### src/rtl/mem_port_arbiter.sv
// Arbiter sharing one single-port memory between instruction fetch (IF) and
// load/store (DM) requesters; fixed-latency access with registered outputs.
module mem_port_arbiter #(
    parameter int AW      = 32,
    parameter int DW      = 32,
    parameter int MEM_LAT = 2
) (
    input  logic          clk,
    input  logic          reset,
    input  logic          if_req,
    input  logic [AW-1:0] if_addr,
    output logic [DW-1:0] if_rdata,
    output logic          if_ready,
    input  logic          dm_req,
    input  logic          dm_we,
    input  logic [AW-1:0] dm_addr,
    input  logic [DW-1:0] dm_wdata,
    output logic [DW-1:0] dm_rdata,
    output logic          dm_ready,
    output logic          mem_en,
    output logic          mem_we,
    output logic [AW-1:0] mem_addr,
    output logic [DW-1:0] mem_wdata,
    input  logic [DW-1:0] mem_rdata
);

    localparam int            CW       = (MEM_LAT > 1) ? $clog2(MEM_LAT) : 1;
    localparam logic [CW-1:0] CNT_INIT = CW'(MEM_LAT - 1);

    typedef enum logic [1:0] {S_IDLE, S_ACCESS, S_RESP} state_t;

    state_t        state_q, state_d;
    logic [CW-1:0] cnt_q, cnt_d;
    logic          grant_dm_q, grant_dm_d;   // last grant: 1 = DM, 0 = IF
    logic          pick_dm;
    logic          mem_en_q, mem_en_d;
    logic          mem_we_q, mem_we_d;
    logic [AW-1:0] mem_addr_q, mem_addr_d;
    logic [DW-1:0] mem_wdata_q, mem_wdata_d;
    logic [DW-1:0] if_rdata_q, if_rdata_d;
    logic [DW-1:0] dm_rdata_q, dm_rdata_d;
    logic          if_ready_q, if_ready_d;
    logic          dm_ready_q, dm_ready_d;

    always_ff @(posedge clk or negedge reset) begin
        if (!reset) begin
            state_q     <= S_IDLE;
            cnt_q       <= '0;
            grant_dm_q  <= 1'b0;
            mem_en_q    <= 1'b0;
            mem_we_q    <= 1'b0;
            mem_addr_q  <= '0;
            mem_wdata_q <= '0;
            if_rdata_q  <= '0;
            dm_rdata_q  <= '0;
            if_ready_q  <= 1'b0;
            dm_ready_q  <= 1'b0;
        end else begin
            state_q     <= state_d;
            cnt_q       <= cnt_d;
            grant_dm_q  <= grant_dm_d;
            mem_en_q    <= mem_en_d;
            mem_we_q    <= mem_we_d;
            mem_addr_q  <= mem_addr_d;
            mem_wdata_q <= mem_wdata_d;
            if_rdata_q  <= if_rdata_d;
            dm_rdata_q  <= dm_rdata_d;
            if_ready_q  <= if_ready_d;
            dm_ready_q  <= dm_ready_d;
        end
    end

    always_comb begin
        state_d     = state_q;
        cnt_d       = cnt_q;
        grant_dm_d  = grant_dm_q;
        pick_dm     = 1'b0;
        mem_en_d    = mem_en_q;
        mem_we_d    = mem_we_q;
        mem_addr_d  = mem_addr_q;
        mem_wdata_d = mem_wdata_q;
        if_rdata_d  = if_rdata_q;
        dm_rdata_d  = dm_rdata_q;
        if_ready_d  = 1'b0;
        dm_ready_d  = 1'b0;

        case (state_q)
            S_IDLE: begin
                if (if_req || dm_req) begin
                    // On contention the requester not served last time wins.
                    pick_dm    = dm_req && (!if_req || !grant_dm_q);
                    grant_dm_d = pick_dm;
                    cnt_d      = CNT_INIT;
                    state_d    = S_ACCESS;
                    mem_en_d   = 1'b1;
                    if (pick_dm) begin
                        mem_we_d    = dm_we;
                        mem_addr_d  = dm_addr;
                        mem_wdata_d = dm_wdata;
                    end else begin
                        mem_we_d    = 1'b0;
                        mem_addr_d  = if_addr;
                        mem_wdata_d = '0;
                    end
                end
            end
            S_ACCESS: begin
                if (cnt_q == '0) begin
                    state_d     = S_RESP;
                    mem_en_d    = 1'b0;
                    mem_we_d    = 1'b0;
                    mem_addr_d  = '0;
                    mem_wdata_d = '0;
                    if (grant_dm_q) begin
                        if (!mem_we_q) dm_rdata_d = mem_rdata;
                        dm_ready_d = 1'b1;
                    end else begin
                        if_rdata_d = mem_rdata;
                        if_ready_d = 1'b1;
                    end
                end else begin
                    cnt_d = cnt_q - 1'b1;
                end
            end
            S_RESP:  state_d = S_IDLE;
            default: state_d = S_IDLE;
        endcase
    end

    assign mem_en    = mem_en_q;
    assign mem_we    = mem_we_q;
    assign mem_addr  = mem_addr_q;
    assign mem_wdata = mem_wdata_q;
    assign if_rdata  = if_rdata_q;
    assign dm_rdata  = dm_rdata_q;
    assign if_ready  = if_ready_q;
    assign dm_ready  = dm_ready_q;

endmodule

### config.mk
export PLATFORM = sky130hd
export DESIGN_NAME = mem_port_arbiter
export DESIGN_NICKNAME = d
export VERILOG_FILES = /design/src/rtl/mem_port_arbiter.sv
export SDC_FILE = /design/constraint.sdc
export NUM_CORES = 1
export LEC_CHECK = 0
export ABC_CLOCK_PERIOD_IN_PS = 2400
export CELL_PAD_IN_SITES_DETAIL_PLACEMENT = 0
export CELL_PAD_IN_SITES_GLOBAL_PLACEMENT = 1
export CORE_MARGIN = 4
export CORE_UTILIZATION = 34
export DETAILED_ROUTE_END_ITERATION = 16
export MAX_ROUTING_LAYER = met4
export PLACE_DENSITY = 0.94
export SLEW_MARGIN = 20
export SYNTH_ARGS = -nofsm -noshare
export SYNTH_HDL_FRONTEND = slang
export SYNTH_SLANG_ARGS = --single-unit
### constraint.sdc
create_clock -name clk -period 2.4 [get_ports clk]
set_input_delay 0.36 -clock clk [delete_from_list [all_inputs] [get_ports clk]]
set_output_delay 0.36 -clock clk [all_outputs]
set_load 0.01 [all_outputs]
### Word level (Yosys, flattened, before mapping)

Index checks and enable logic that the tools add are counted.

* bitwise operators: 3
* reduce and logical (&&, ||, !) cells: 13
* muxes and demuxes: 24
* equal/unequal tests: 3
* add/sub/neg operators: 1

Operators with widths (count)
* two-way mux 32 bit: 5
* one-hot mux 32 bit (2 select lines): 2
* two-way mux 1 bit: 11
* one-hot mux 1 bit (2 select lines): 3
* AND reduction 2 bit: 3
* AND reduction 3 bit: 2
* two-way mux 2 bit: 2
* inequality test 2 bit (second input constant): 2
* one-hot mux 2 bit (2 select lines): 1
* AND reduction 4 bit: 1
* NOT 1 bit: 3
* equality test 2 x 1 -> 1 bit (second input constant): 1
* zero test 1 bit: 2
* zero test 2 bit: 1
* logical OR 1 bit: 2
* nonzero test 2 bit: 1
* logical AND 1 bit: 1
* subtractor 1 bit (second input constant): 1

* register bits: 136
* input bits: 133

### Logic depth before layout (Yosys ltp)

* depth in word-level cells: 6
* depth in mapped cells: 5
* gate-level depth less buffers: 3

### Worst setup path before layout

No wires, ideal clock.

* path type: flip-flop to flip-flop
* start: reg state_q[1]
* end: reg if_rdata_q[10], in the netlist if_rdata[10]
* period minus slack after synthesis: 1.544 ns
* stages on the path, launching flop included: 6
* setup slack: 0.856 ns
* path buffers: 2
* library setup time: 0.127 ns
* required time: 2.273 ns
* arrival time: 1.417 ns
* cells stage by stage: dfrtp_1 > nor3b_4 > nor2b_1 > buf_4 > buf_6 > mux2_1

* cells in the longest elaborated chain, start to end: 2

RTL lines
* start: declaration: RTL line 32 `state_t state_q, state_d;`
* start signal: assignment: RTL line 59 `state_q <= state_d;`
* equality test 2 x 1 -> 1 bit: RTL line 87 `case (state_q)`
* AND reduction 3 bit (no line)
* end signal: assignment: RTL line 66 `if_rdata_q <= if_rdata_d;`
* end: declaration: RTL line 40 `logic [DW-1:0] if_rdata_q, if_rdata_d;`

Every way passes these cells.
A chain may end at the register's enable or synchronous reset.

### Final worst setup path

* start: reg state_q[0]
* end: reg dm_rdata_q[11], in the netlist dm_rdata[11]

* cells in the longest elaborated chain, start to end: 2

RTL lines
* equality test 2 x 1 -> 1 bit: RTL line 87
* AND reduction 4 bit (no line)
* end signal: assignment: RTL line 67 `dm_rdata_q <= dm_rdata_d;`
* end: declaration: RTL line 41 `logic [DW-1:0] dm_rdata_q, dm_rdata_d;`

Every way passes these cells.

==> results by group <==
Placement
  • Detailed Place HPWL: 10.8 mm
  • GPL Wtd Cong: 0.775
  • Placed cells: 776
  • Port Buf Inserts: 264

Drt
  • Routed Antenna Nets: 0
  • Drt first pass iters: 4
  • DR WL/cell: 17.9 um
  • Via density: 4.81
  • Total Wirelength: 14.5 mm
  • Drt drc: 0
  • Via count: 3,895
  • Iter 0 DRT Violations: 135

Layout
  • Finished Layout Cells: 809
  • Most frequent cells in the layout: 263 x clkdlybuf4s50_1, 136 x dfrtp_1, 33 x a22o_1
  • Layout cells sized above 1: 12.9%
  • Area Overhead vs Synth: 66.8%
  • Antenna cell count: 0
  • # nets final: 741
  • Most common cell after layout, fill and taps aside: clkdlybuf4s50_1

Power and ir drop
  • Share of total power in sequential cells: 34.2%
  • Net switching power: 3.72 mW
  • Max VDD drop: 0.680 mV
  • Internal power: 8.18 mW
  • Sw Share: 31.3%
  • PwrDens: 1350 nW/um2
  • Clock power share: 22.5%
  • Logic gate share of total power: 43.3%
  • Static leakage: 3.74 nW

Critical path
  • Critical path class: flip-flop to flip-flop
  • RR Endpoint: dm_rdata[11]$_DFFE_PN0P_
  • Worst Reg-to-Reg Cells: 4
  • Reg-to-reg slack, setup: 640 ps
  • Crit-path max FO: 28
  • Critical path's largest stage delay: 510 ps
  • CP startpoint: state_q[0]$_DFFE_PN0P_
  • FF-to-FF Start: state_q[0]$_DFFE_PN0P_
  • Slowest-stage cell, CP: dfrtp_1
  • Required @ worst endpoint: 2680 ps
  • CP Cell Sequence: nor3b_4 > nand3b_2 > buf_12 > mux2_1
  • Crit path arrival time: 2040 ps
  • Setup crit end kind: flip-flop
  • CP Launch Type: flip-flop

Timing
  • RSZ-0062 raised after global routing: no
  • Max Transition Viols Final: 0
  • Final min period: 1760 ps
  • Rel. slew slack: 64.6%
  • Final Hold Fails: 0
  • Final setup viols: 0
  • Setup Skew: 6.46 ps
  • Period utilization: 73.3%
  • Slew @ Worst Pin: 532 ps
  • Setup TNS: 0 ps
  • Max Fclk: 569 MHz

Logic synthesis
  • Syn Nets: 473
  • Yosys reg bits: 136
  • Synthesized area per cell: 15.5 um2
  • Post-synth EDFFs: 0
  • Sequential-to-total area share from yosys stat: 64.5%
  • Number of distinct library cells after synthesis: 25
  • Ys Warns: 0
  • Syn Inst Count: 340
  • Synthesized area: 5280 um2
  • Top_reg_cell synth: dfrtp_1
  • FFs w/ async S/R, synth: 100%

GRT
  • Wire length of the first global-routing pass: 23.4 mm
  • Total global-route track usage: 17.3%
  • Antenna violations before repair: 0
  • Global-route congestion overflow total: 0
  • Vias in the first global route: 4,427
  • Largest net degree at the start of global routing: 61

CTS
  • Clock transition at path regs: 60 ps
  • Gates resized, CTS repair: 0
  • Longest Clk Path Bufs: 2
  • Htree depth: 4
  • Clock tree root driver cell: clkbuf_16
  • Post-CTS Setup Bufs: 0
  • Clk sink count: 136
  • Total CTS buffers: 17
  • CTS tree: built
  • Worst-Skew Late Latency: 410 ps

Floorplan
  • Core box area: 15,200 um2
  • Chip height: 133 um
  • Die Width: 133 um
  • FP Rows: 45
  • Die area: 17,600 um2
  • Starting Density: 34.7%
  • IO Pins: 265

Status
  • Status: finished, final reports clean

Min path
  • HP Class: input pin to asynchronous set/reset pin

Flow run
  • Number of max-cap violations: 0
[logic make-up (layout without fill, tap and decap cells)]
logic type	after synthesis	after routing	share of synthesized area (%)
simple gates	11	11	1.54
compound gates	70	70	11.5
flops	136	136	64.5
buf+inv	27	308	2.80
mux	96	96	19.7
[critical path: cells and delay by family, from the launching register on]
family	cells	cell delay (ps)
DFF	1	510
muxes	1	320
and+or+nand+nor	2	550
buffers and inverters	1	240
[stage by stage]
stage	utilization [%]	setup slack [ps]	total power [mW]	cell area (um2)	hold WS, ps
after floorplan	-	856	6.30	5280	64.4
after global placement	53.7	514	9.15	8170	352
after global routing	57.9	486	12.6	8800	507
after CTS	57.9	601	12.1	8800	490
final	57.9	642	11.9	8800	485
after detailed placement	53.7	422	9.32	8170	365
[flip-flops by register name, indices dropped and copies added, names as in the netlist]
| signal | cells |
|---|---|
| dm_rdata | 32 |
| state_q | 2 |
| mem_wdata | 32 |
| mem_addr | 32 |
| if_ready | 1 |
| cnt_q | 1 |
| dm_ready | 1 |
| mem_en | 1 |
| if_rdata | 32 |
| mem_we | 1 |
| grant_dm_q | 1 |
[synthesized netlist by cell type, drive strengths merged (2+ instances only)]
master | instances | share of area, %
buf | 20 | 2.3
a22o | 33 | 5.5
dfrtp | 136 | 64
o2bb2ai | 32 | 5.3
nand2 | 2 | 0.14
nor2 | 2 | 0.14
inv | 2 | 0.14
clkbuf | 5 | 0.36
nor3b | 2 | 0.59
mux2 | 64 | 14
mux2i | 32 | 6.1
[worst max-delay path by stage]
| stage | to | slack [ps] |
|---|---|---|
| 3_3_place_gp | mem_wdata[1]$_DFFE_PN0P_ | 510 |
| 3_5_place_dp | mem_wdata[31]$_DFFE_PN0P_ | 420 |
| 5_1_grt | dm_rdata[21]$_DFFE_PN0P_ | 490 |
| 4_1_cts | dm_rdata[11]$_DFFE_PN0P_ | 600 |
| 2_1_floorplan | if_rdata[10]$_DFFE_PN0P_ | 860 |
| 6_report | dm_rdata[11]$_DFFE_PN0P_ | 640 |
[routing by layer]
metal  vias to the layer above  GRT usage, %  wire length (um)
li1                       1799             -                 -
met1                      1941          21.0              5950
met2                       142          28.3              7520
met3                        13          4.37               840
met4                         0          5.66               207
met5                         -             -                 0
[power groups by stage]
stage	sequential, mW	clock, mW	combinational, mW
after floorplan	4.49	0	1.81
after global placement	4.05	0	5.10
after detailed placement	4.09	0	5.23
after CTS	4.09	2.74	5.24
after global routing	4.23	2.86	5.50
final	4.07	2.68	5.15
[layout make-up]
cell class              instances  area [um2]
clock buffers                  21         480
clock inverters                11         145
fillers                      1222        6400
inverters                       2        7.51
multi-input cells             177        1760
flip-flops and latches        136        3400
well taps                     188         235
repair buffers                274        2770
[repair_timing]
action,CTS,global route
hold buffers,1,0
setup endpoints to repair,0,0
hold endpoints to repair,58,0
Power figures use the tool's default switching activity.
